File: src/rtl/fs_accel_wback_ctrl_if.sv
// Memory write port of the WBACK stage: simple valid/ready byte-lane write.
// The controller drives the request (master); the memory side drives ready (slave).
interface fs_accel_wback_ctrl_if;
  logic        mem_wvalid;
  logic        mem_wready;
  logic [31:0] mem_waddr;
  logic [31:0] mem_wdata;
  logic [3:0]  mem_wstrb;

  modport master (output mem_wvalid, output mem_waddr, output mem_wdata,
                  output mem_wstrb, input mem_wready);
  modport slave  (input mem_wvalid, input mem_waddr, input mem_wdata,
                  input mem_wstrb, output mem_wready);
endinterface

File: src/rtl/fs_accel_wback_ctrl.sv
// WBACK stage controller: captures finished output bytes from POOL under the shared
// pipeline-advance condition and issues one byte-lane memory write per output.
module fs_accel_wback_ctrl (
  input  logic        clk,
  input  logic        resetn,
  input  logic        enb,
  input  logic [3:0]  cfg_layer_typ,
  input  logic        RDATA_rdy,
  input  logic        RDATA_fin,
  input  logic        COMPS_rdy,
  input  logic        COMPS_fin,
  input  logic        POOL_rdy,
  input  logic        POOL_fin,
  input  logic        POOL_is_out_fin,
  input  logic        POOL_ignore,
  input  logic [31:0] POOL_o_addr,
  input  logic [7:0]  pool_o_data,
  fs_accel_wback_ctrl_if.master mem,
  output logic        WBACK_start,
  output logic        WBACK_rdy,
  output logic        WBACK_fin,
  output logic [31:0] wb_cnt
);
  localparam logic [3:0] LT_MIXED = 4'd2;

  typedef enum logic [1:0] {W_START, W_WAIT, W_WRITE, W_FINISH} state_t;

  state_t      r_state;
  logic [31:0] r_addr;
  logic [7:0]  r_data;
  logic [31:0] r_cnt;
  logic        r_start, r_rdy, r_fin, r_wvalid;

  logic w_up_ok, w_do_wr, w_wb_reg_enb;

  assign w_up_ok      = (RDATA_rdy | RDATA_fin) & (COMPS_rdy | COMPS_fin) & (POOL_rdy | POOL_fin);
  assign w_wb_reg_enb = w_up_ok & r_rdy & enb;
  // Odd-size pooling slots are only dropped for MIXED layers.
  assign w_do_wr      = POOL_is_out_fin & ~((cfg_layer_typ == LT_MIXED) & POOL_ignore);

  always_ff @(posedge clk or negedge resetn) begin
    if (!resetn) begin
      r_state  <= W_START;
      r_addr   <= '0;
      r_data   <= '0;
      r_cnt    <= '0;
      r_start  <= 1'b1;
      r_rdy    <= 1'b0;
      r_fin    <= 1'b0;
      r_wvalid <= 1'b0;
    end else if (enb) begin
      case (r_state)
        W_START: if (w_up_ok) begin
          r_state <= W_WAIT;
          r_start <= 1'b0;
          r_rdy   <= 1'b1;
        end
        W_WAIT: if (w_wb_reg_enb) begin
          // End of layer beats a coincident output; that slot is discarded.
          if (POOL_fin) begin
            r_state <= W_FINISH;
            r_rdy   <= 1'b0;
            r_fin   <= 1'b1;
          end else if (w_do_wr) begin
            r_state  <= W_WRITE;
            r_addr   <= POOL_o_addr;
            r_data   <= pool_o_data;
            r_rdy    <= 1'b0;
            r_wvalid <= 1'b1;
          end
        end
        W_WRITE: if (mem.mem_wready) begin
          r_state  <= W_WAIT;
          r_cnt    <= r_cnt + 32'd1;
          r_wvalid <= 1'b0;
          r_rdy    <= 1'b1;
        end
        W_FINISH: ;
        default: begin
          r_state  <= W_START;
          r_start  <= 1'b1;
          r_rdy    <= 1'b0;
          r_fin    <= 1'b0;
          r_wvalid <= 1'b0;
        end
      endcase
    end
  end

  assign WBACK_start    = r_start;
  assign WBACK_rdy      = r_rdy;
  assign WBACK_fin      = r_fin;
  assign wb_cnt         = r_cnt;
  assign mem.mem_wvalid = r_wvalid;
  assign mem.mem_waddr  = {r_addr[31:2], 2'b00};
  assign mem.mem_wdata  = {4{r_data}};
  assign mem.mem_wstrb  = 4'b0001 << r_addr[1:0];
endmodule

File: src/flat_wrapper.sv
// flat-port wrapper written by rule: the top's interface ports become plain ports
module fs_accel_wback_ctrl_flat 
  (clk, resetn, enb, cfg_layer_typ, RDATA_rdy, RDATA_fin, COMPS_rdy, COMPS_fin, POOL_rdy, POOL_fin, POOL_is_out_fin, POOL_ignore, POOL_o_addr, pool_o_data, WBACK_start, WBACK_rdy, WBACK_fin, wb_cnt, mem_mem_wvalid, mem_mem_waddr, mem_mem_wdata, mem_mem_wstrb, mem_mem_wready);
  fs_accel_wback_ctrl_if mem_i ();
  input  logic clk;
  input  logic resetn;
  input  logic enb;
  input  logic [3:0] cfg_layer_typ;
  input  logic RDATA_rdy;
  input  logic RDATA_fin;
  input  logic COMPS_rdy;
  input  logic COMPS_fin;
  input  logic POOL_rdy;
  input  logic POOL_fin;
  input  logic POOL_is_out_fin;
  input  logic POOL_ignore;
  input  logic [31:0] POOL_o_addr;
  input  logic [7:0] pool_o_data;
  output logic WBACK_start;
  output logic WBACK_rdy;
  output logic WBACK_fin;
  output logic [31:0] wb_cnt;
  output wire logic [$bits(mem_i.mem_wvalid)-1:0] mem_mem_wvalid;
  output wire logic [$bits(mem_i.mem_waddr)-1:0] mem_mem_waddr;
  output wire logic [$bits(mem_i.mem_wdata)-1:0] mem_mem_wdata;
  output wire logic [$bits(mem_i.mem_wstrb)-1:0] mem_mem_wstrb;
  input wire logic [$bits(mem_i.mem_wready)-1:0] mem_mem_wready;
  assign mem_mem_wvalid = mem_i.mem_wvalid;
  assign mem_mem_waddr = mem_i.mem_waddr;
  assign mem_mem_wdata = mem_i.mem_wdata;
  assign mem_mem_wstrb = mem_i.mem_wstrb;
  assign mem_i.mem_wready = mem_mem_wready;
  fs_accel_wback_ctrl u_core (.clk(clk), .resetn(resetn), .enb(enb), .cfg_layer_typ(cfg_layer_typ), .RDATA_rdy(RDATA_rdy), .RDATA_fin(RDATA_fin), .COMPS_rdy(COMPS_rdy), .COMPS_fin(COMPS_fin), .POOL_rdy(POOL_rdy), .POOL_fin(POOL_fin), .POOL_is_out_fin(POOL_is_out_fin), .POOL_ignore(POOL_ignore), .POOL_o_addr(POOL_o_addr), .pool_o_data(pool_o_data), .mem(mem_i), .WBACK_start(WBACK_start), .WBACK_rdy(WBACK_rdy), .WBACK_fin(WBACK_fin), .wb_cnt(wb_cnt));
endmodule
File: config.mk
export PLATFORM = sky130hd
export DESIGN_NAME = fs_accel_wback_ctrl_flat
export DESIGN_NICKNAME = d
export VERILOG_FILES = /design/src/rtl/fs_accel_wback_ctrl_if.sv /design/src/rtl/fs_accel_wback_ctrl.sv /design/src/flat_wrapper.sv
export SDC_FILE = /design/constraint.sdc
export NUM_CORES = 1
export LEC_CHECK = 0
export ABC_AREA = 1
export CELL_PAD_IN_SITES_DETAIL_PLACEMENT = 2
export CELL_PAD_IN_SITES_GLOBAL_PLACEMENT = 2
export CORE_MARGIN = 2
export CORE_UTILIZATION = 26
export DETAILED_ROUTE_END_ITERATION = 8
export PLACE_DENSITY = 0.86
export SYNTH_ARGS = -nofsm -noshare
export SYNTH_HDL_FRONTEND = slang
export SYNTH_SLANG_ARGS = --single-unit
File: constraint.sdc
create_clock -name clk -period 2.35 [get_ports clk]
set_clock_uncertainty 0.15 [all_clocks]
set_input_delay 0.3525 -clock clk [delete_from_list [all_inputs] [get_ports clk]]
set_output_delay 0.3525 -clock clk [all_outputs]
set_load 0.02 [all_outputs]
==> results of run 1 <==
path summary, 6_finish.rpt:
kind,from,to,slack [ns],cells past startpoint
max,u_core.r_addr[1]$_DFFE_PN0P_,mem_mem_wstrb[2],0.28,3
min,u_core.r_addr[31]$_DFFE_PN0P_,u_core.r_addr[31]$_DFFE_PN0P_,0.32,2
max reg2reg,u_core.wb_cnt[0]$_DFFE_PN0P_,u_core.wb_cnt[22]$_DFFE_PN0P_,0.48,9
min reg2reg,u_core.r_addr[31]$_DFFE_PN0P_,u_core.r_addr[31]$_DFFE_PN0P_,0.32,2
max in group asynchronous,resetn,u_core.wb_cnt[1]$_DFFE_PN0P_,1.09,3
min in group asynchronous,resetn,u_core.r_addr[20]$_DFFE_PN0P_,0.36,2
through the flow:
stage	cell area (um2)	util	setup TNS, ns
final	5940	0.374	0
after global routing	5940	0.374	0
after CTS	5940	0.374	0
after detailed placement	5620	0.353	-0.129
after global placement	5620	0.353	0
after floorplan	4220	-	0
registers in the layout (all words and copies together) (netlist names):
signal	flops
u_core.WBACK_rdy	1
u_core.WBACK_start	1
u_core.r_addr	32
u_core.r_data	8
u_core.mem.mem_wvalid	1
u_core.r_state	2
u_core.WBACK_fin	1
u_core.wb_cnt	32
layer usage:
layer / routed length [um] / up-vias
met5: 0 / -
met4: 265 / 0
met3: 568 / 18
met2: 7080 / 112
met1: 5910 / 1860
li1: - / 1826
power groups by stage:
stage          logic, mW  registers (mW)  clock network [mW]
5_1_grt             2.96            2.16                1.61
2_1_floorplan       1.79            2.15                   0
4_1_cts             2.82            2.11                1.56
3_5_place_dp        2.80            2.13                   0
3_3_place_gp        2.69            2.08                   0
6_report            2.77            2.09                1.51
cell usage in the layout (no fill, tap or decap), types with 2 or more instances in the layout:
cell             count
buf_12               2
buf_4                3
bufinv_16            2
clkbuf_16            9
clkdlybuf4s50_1    156
clkinvlp_4           3
conb_1               2
dfrtp_1             77
inv_1               42
nand2_1            245
nand3_1             16
nand3_2              3
nand3b_1             2
nand4_1              9
nor2_1              52
nor2_2               2
nor2_4               4
nor3_1               3
o21ai_0              2
xnor2_1             11
xor2_1               7
worst max-delay path, cell delays in order (launching register included):
cell             delay (ns)
dfrtp_1                0.40
inv_1                  0.07
nor2_1                 0.12
clkdlybuf4s50_1        0.64
cell type report:
| cell class | instances | area, um2 |
|---|---|---|
| sequential | 78 | 1950 |
| clock inverter | 6 | 87.6 |
| clock buffer | 9 | 225 |
| fill | 1850 | 9950 |
| multi-input combinational | 366 | 1610 |
| inverter | 43 | 161 |
| tap | 216 | 270 |
| timing repair buffer | 162 | 1630 |
logic make-up (layout without fill, tap and decap cells):
family	count (synthesis)	count (layout)	share of synthesized area
AOI/OAI and AO/OA	6	6	0.00891
xor gates and xnor gates	18	18	0.0374
adders and majority gates	1	1	0.00297
buffers and inverters	109	220	0.156
DFF	78	78	0.464
other	1	2	0.000890
and+or+nand+nor	339	339	0.330
==> results.yml, run 1 <==
status:
  status: "finished clean"
routing:
  drt_iter0_drc: 60
  postRouteAntennaNets: 0
  via_count: 3816
  wirelength_um: 13800
  routedWlPerCell_um: 15.7
  drc: 0
  vias_per_cell: 4.34
  firstDrtPassIters: 4
sta:
  slew_headroom: 0.569
  finalMaxSlewViolations: 0
  period_minus_slack_ns: 2.07
  rsz0062_at_grt: "no"
  hold_viol_final: 0
  min_period_over_period: 0.882
  fmax_ghz: 0.482
  postLayoutSetupSlackWorst_ns: 0.277
  timing.hold.ws_ns: 0.320
  setup_violations: 0
  worstMarginPinSlew_ns: 0.645
yosys:
  yosysWarnings: 0
  synth_cells: 552
  synth_cell_types: 28
  synth_top_area_share: 0.457
  synth_edf_count: 0
  synth_area_leaders: "dfrtp_1 46%, nand2_1 22%, buf_4 10%, nor2_1 4.6%, inv_1 3.7%"
  yosys_most_used_dff: "dfrtp_1"
  synth.avg_cell_area_um2: 7.63
  async_flop_share: 1.00
  synth_area_um2: 4210
  ys_ff_latch: 78
  yosys.cell_count.top_type: "nand2_1"
  synth.largest_area_cell: "dfrtp_1"
  synth-seq-area-share: 0.464
  synth_common_cells: "245 x nand2_1, 77 x dfrtp_1, 56 x buf_4, 52 x nor2_1, 42 x inv_1"
clock_network:
  hold_buffers: 1
  insertion_delay_ns: 0.34
  post_cts_resized: 0
  cts-root-buf: "clkbuf_16"
  clk_pin_slew_ns: 0.06
  cts_sinks: 78
  cts_tree: "built"
  numCtsBuffers: 9
  htree_levels: 3
  max-clock-path-buffers: 2
  post_cts_buffers: 0
grt:
  grt_pass1_wl_um: 23000
  grt-busiest-layer: "met2"
  grt_overflow: 0
  track_usage: 0.166
  grt_max_degree: 44
  grtUsageMet3: 0.0328
  grt_use_met2: 0.304
  antenna_found_initial: 0
  first_global_vias: 4307
  grt_use_met1: 0.193
pwr:
  internal_power_mw: 3.96
  combPwrFrac: 0.435
  leakagePower_nw: 2.69
  switchingPower_mw: 2.41
  peakVddDrop_uv: 383
  p_sw_frac: 0.378
  seqPwrFrac: 0.328
  powerDensity_nw_per_um2: 1070
  clkPwrFrac: 0.237
  power_mw: 6.37
die:
  die_h_um: 131
  initial_utilization: 0.265
  die_area_um2: 17200
  die_x_um: 131
  core_um2: 15900
  io_pins: 160
  rows: 46
placement:
  place_inst: 864
  place_ws_ns: -0.0330
  place.gp.congestion: 0.793
  port_buffers: 157
  place.detailed.hpwl_um: 10800
final_layout:
  syn_to_final_growth_pct: 41.0
  drive_above_1_share: 0.0497
  insertedDiodeCount: 0
  nets: 717
  finalNonFillerCells: 880
setup_path:
  setup.worst_path.end_class: "primary output"
  worst-path-max-fanout: 4
  crit_type: "flop to primary output"
  cp.arrival_ns: 1.57
  cp-start-kind: "flop"
  crit_required_ns: 1.85
job:
  maxCapViolCount: 0
worst_hold_path:
  hold_class: "flop to flop"
No activity file was read; power rests on OpenSTA's default activity.
==> inputs of run 2 (changes only) <==
--- a/config.mk
+++ b/config.mk
@@ -8,7 +8,7 @@
 export ABC_AREA = 1
 export CELL_PAD_IN_SITES_DETAIL_PLACEMENT = 2
 export CELL_PAD_IN_SITES_GLOBAL_PLACEMENT = 2
-export CORE_MARGIN = 2
+export CORE_MARGIN = 8
 export CORE_UTILIZATION = 26
 export DETAILED_ROUTE_END_ITERATION = 8
 export PLACE_DENSITY = 0.86
==> run 2 against run 1 <==
Against the previous run:
- highest routed layer unchanged
- maximum frequency down 0.27%
- flip-flop and latch count unchanged
- first-iteration DRC count up 32%
==> results.yml, run 2 (synthesis results as in run 1) <==
die:
  die_area_um2: 20500
  die_h_um: 143
  rows: 46
  die_x_um: 143
  core_um2: 15900
  initial_utilization: 0.265
  io_pins: 160
grt:
  first_global_vias: 4399
  grt_pass1_wl_um: 24200
  grt_max_degree: 41
  track_usage: 0.151
  grt_overflow: 0
  antenna_found_initial: 0
clock_network:
  clk_pin_slew_ns: 0.06
  cts_sinks: 78
  max-clock-path-buffers: 2
  htree_levels: 3
  cts-root-buf: "clkbuf_16"
  numCtsBuffers: 9
  cts_tree: "built"
  insertion_delay_ns: 0.34
  post_cts_buffers: 0
setup_path:
  cp_num_buf_inv: 2
  cp_slowest_cell: "inv_2"
  cp-start-kind: "input port"
  cpPeakStageDelay_ns: 0.48
  worst-path-max-fanout: 38
  startpoint: "POOL_fin"
  setup.worst_path.end_class: "flop"
  crit_required_ns: 2.46
  crit_type: "input port to flop"
  cp.arrival_ns: 2.19
  crit_path_cell_trace: "clkdlybuf4s50_1 -> or2_2 -> nand4_1 -> nor2_4 -> inv_2 -> nand2_1 -> nand2_1"
  r2r_start: "u_core.wb_cnt[0]$_DFFE_PN0P_"
  rrSetupSlack_ns: 0.40
  cp_top_family: "buffers and inverters"
  crit_path_frequent_cell: "nand2_1"
placement:
  postPlaceCellArea_um2: 5600
  place.detailed.hpwl_um: 12200
  port_buffers: 157
  place.gp.congestion: 0.779
routing:
  vias_per_cell: 4.41
  wirelength_um: 15400
  postRouteAntennaNets: 0
  via_count: 3875
  firstDrtPassIters: 5
  routedWlPerCell_um: 17.5
  drc: 0
  drt_iter0_drc: 79
pwr:
  internal_power_mw: 3.83
  combPwrFrac: 0.451
  peakVddDrop_uv: 409
  clkPwrFrac: 0.212
  p_sw_frac: 0.386
  seqPwrFrac: 0.336
  leakagePower_nw: 2.68
  switchingPower_mw: 2.41
  powerDensity_nw_per_um2: 1060
sta:
  slew_headroom: 0.563
  period_minus_slack_ns: 2.08
  worstMarginPinSlew_ns: 0.655
  finalMaxSlewViolations: 0
  fmax_ghz: 0.481
  finalSetupTns_ns: 0
  setup_violations: 0
  timing.hold.ws_ns: 0.313
  rsz0062_at_grt: "no"
  hold_viol_final: 0
  min_period_over_period: 0.885
final_layout:
  drive_above_1_share: 0.0468
  nets: 717
  final_common_cell: "nand2_1"
  insertedDiodeCount: 0
  final_area_um2: 5890
  final_util: 0.371
  fillers: 1872
  mostFrequentLayoutCells: "245 x nand2_1, 156 x clkdlybuf4s50_1, 77 x dfrtp_1"
  syn_to_final_growth_pct: 39.8
status:
  status: "finished clean"
worst_hold_path:
  min_from: "u_core.WBACK_start$_DFFE_PN1P_"
  hold_class: "flop to flop"
job:
  maxCapViolCount: 0
-- run 2: layout make-up --
type / count / area (um2) / area share
Sequential cell: 78 / 1950 / 0.332
Timing Repair Buffer: 162 / 1620 / 0.275
Multi-Input combinational cell: 366 / 1610 / 0.273
Clock buffer: 13 / 270 / 0.0459
Tap cell: 216 / 270 / 0.0459
Inverter: 43 / 161 / 0.0274
Clock inverter: 1 / 5.00 / 0.000850
-- run 2: what timing repair did --
item,in CTS,in global routing
resized for setup,0,0
hold buffers,1,0
endpoints found under the hold margin,39,0
-- run 2: worst register-to-register path, cell delays in order (launching register included) --
cell and delay, ns:
dfrtp_1 0.45, ha_1 0.25, inv_1 0.07, nor2_1 0.22
nand3_2 0.20, nor3_2 0.26, nand2_1 0.09, nand2_1 0.08
nand2_1 0.06
-- run 2: routing by layer --
layer  part of all wire  GRT usage  routed length [um]
met5                  0          0                   0
met1               0.41      0.167                6280
met4              0.015     0.0526                 235
met2               0.51      0.279                7920
met3              0.063     0.0348                 978
-- run 2: power groups by stage --
stage	combinational [mW]	clock, mW	sequential, mW
6_report	2.82	1.32	2.10
5_1_grt	3.01	1.43	2.16
4_1_cts	2.87	1.38	2.11
3_5_place_dp	2.85	0	2.13
3_3_place_gp	2.72	0	2.07
2_1_floorplan	1.79	0	2.15
-- run 2: final timing paths --
check                                                 end  cells after the start
max in group asynchronous  u_core.WBACK_start$_DFFE_PN1P_                      3
hold / removal             u_core.WBACK_start$_DFFE_PN1P_                      1
setup reg to reg            u_core.wb_cnt[18]$_DFFE_PN0P_                      8
min in group asynchronous   u_core.r_addr[15]$_DFFE_PN0P_                      2
setup / recovery            u_core.r_addr[23]$_DFFE_PN0P_                      7
hold reg to reg            u_core.WBACK_start$_DFFE_PN1P_                      1
-- run 2: stage by stage --
step	setup WS, ns	cells	total power, mW
2_1_floorplan	0.612	553	3.94
3_3_place_gp	0.0955	864	4.79
3_5_place_dp	-0.0985	864	4.98
4_1_cts	0.248	879	6.36
5_1_grt	0.129	879	6.60
6_report	0.271	879	6.24
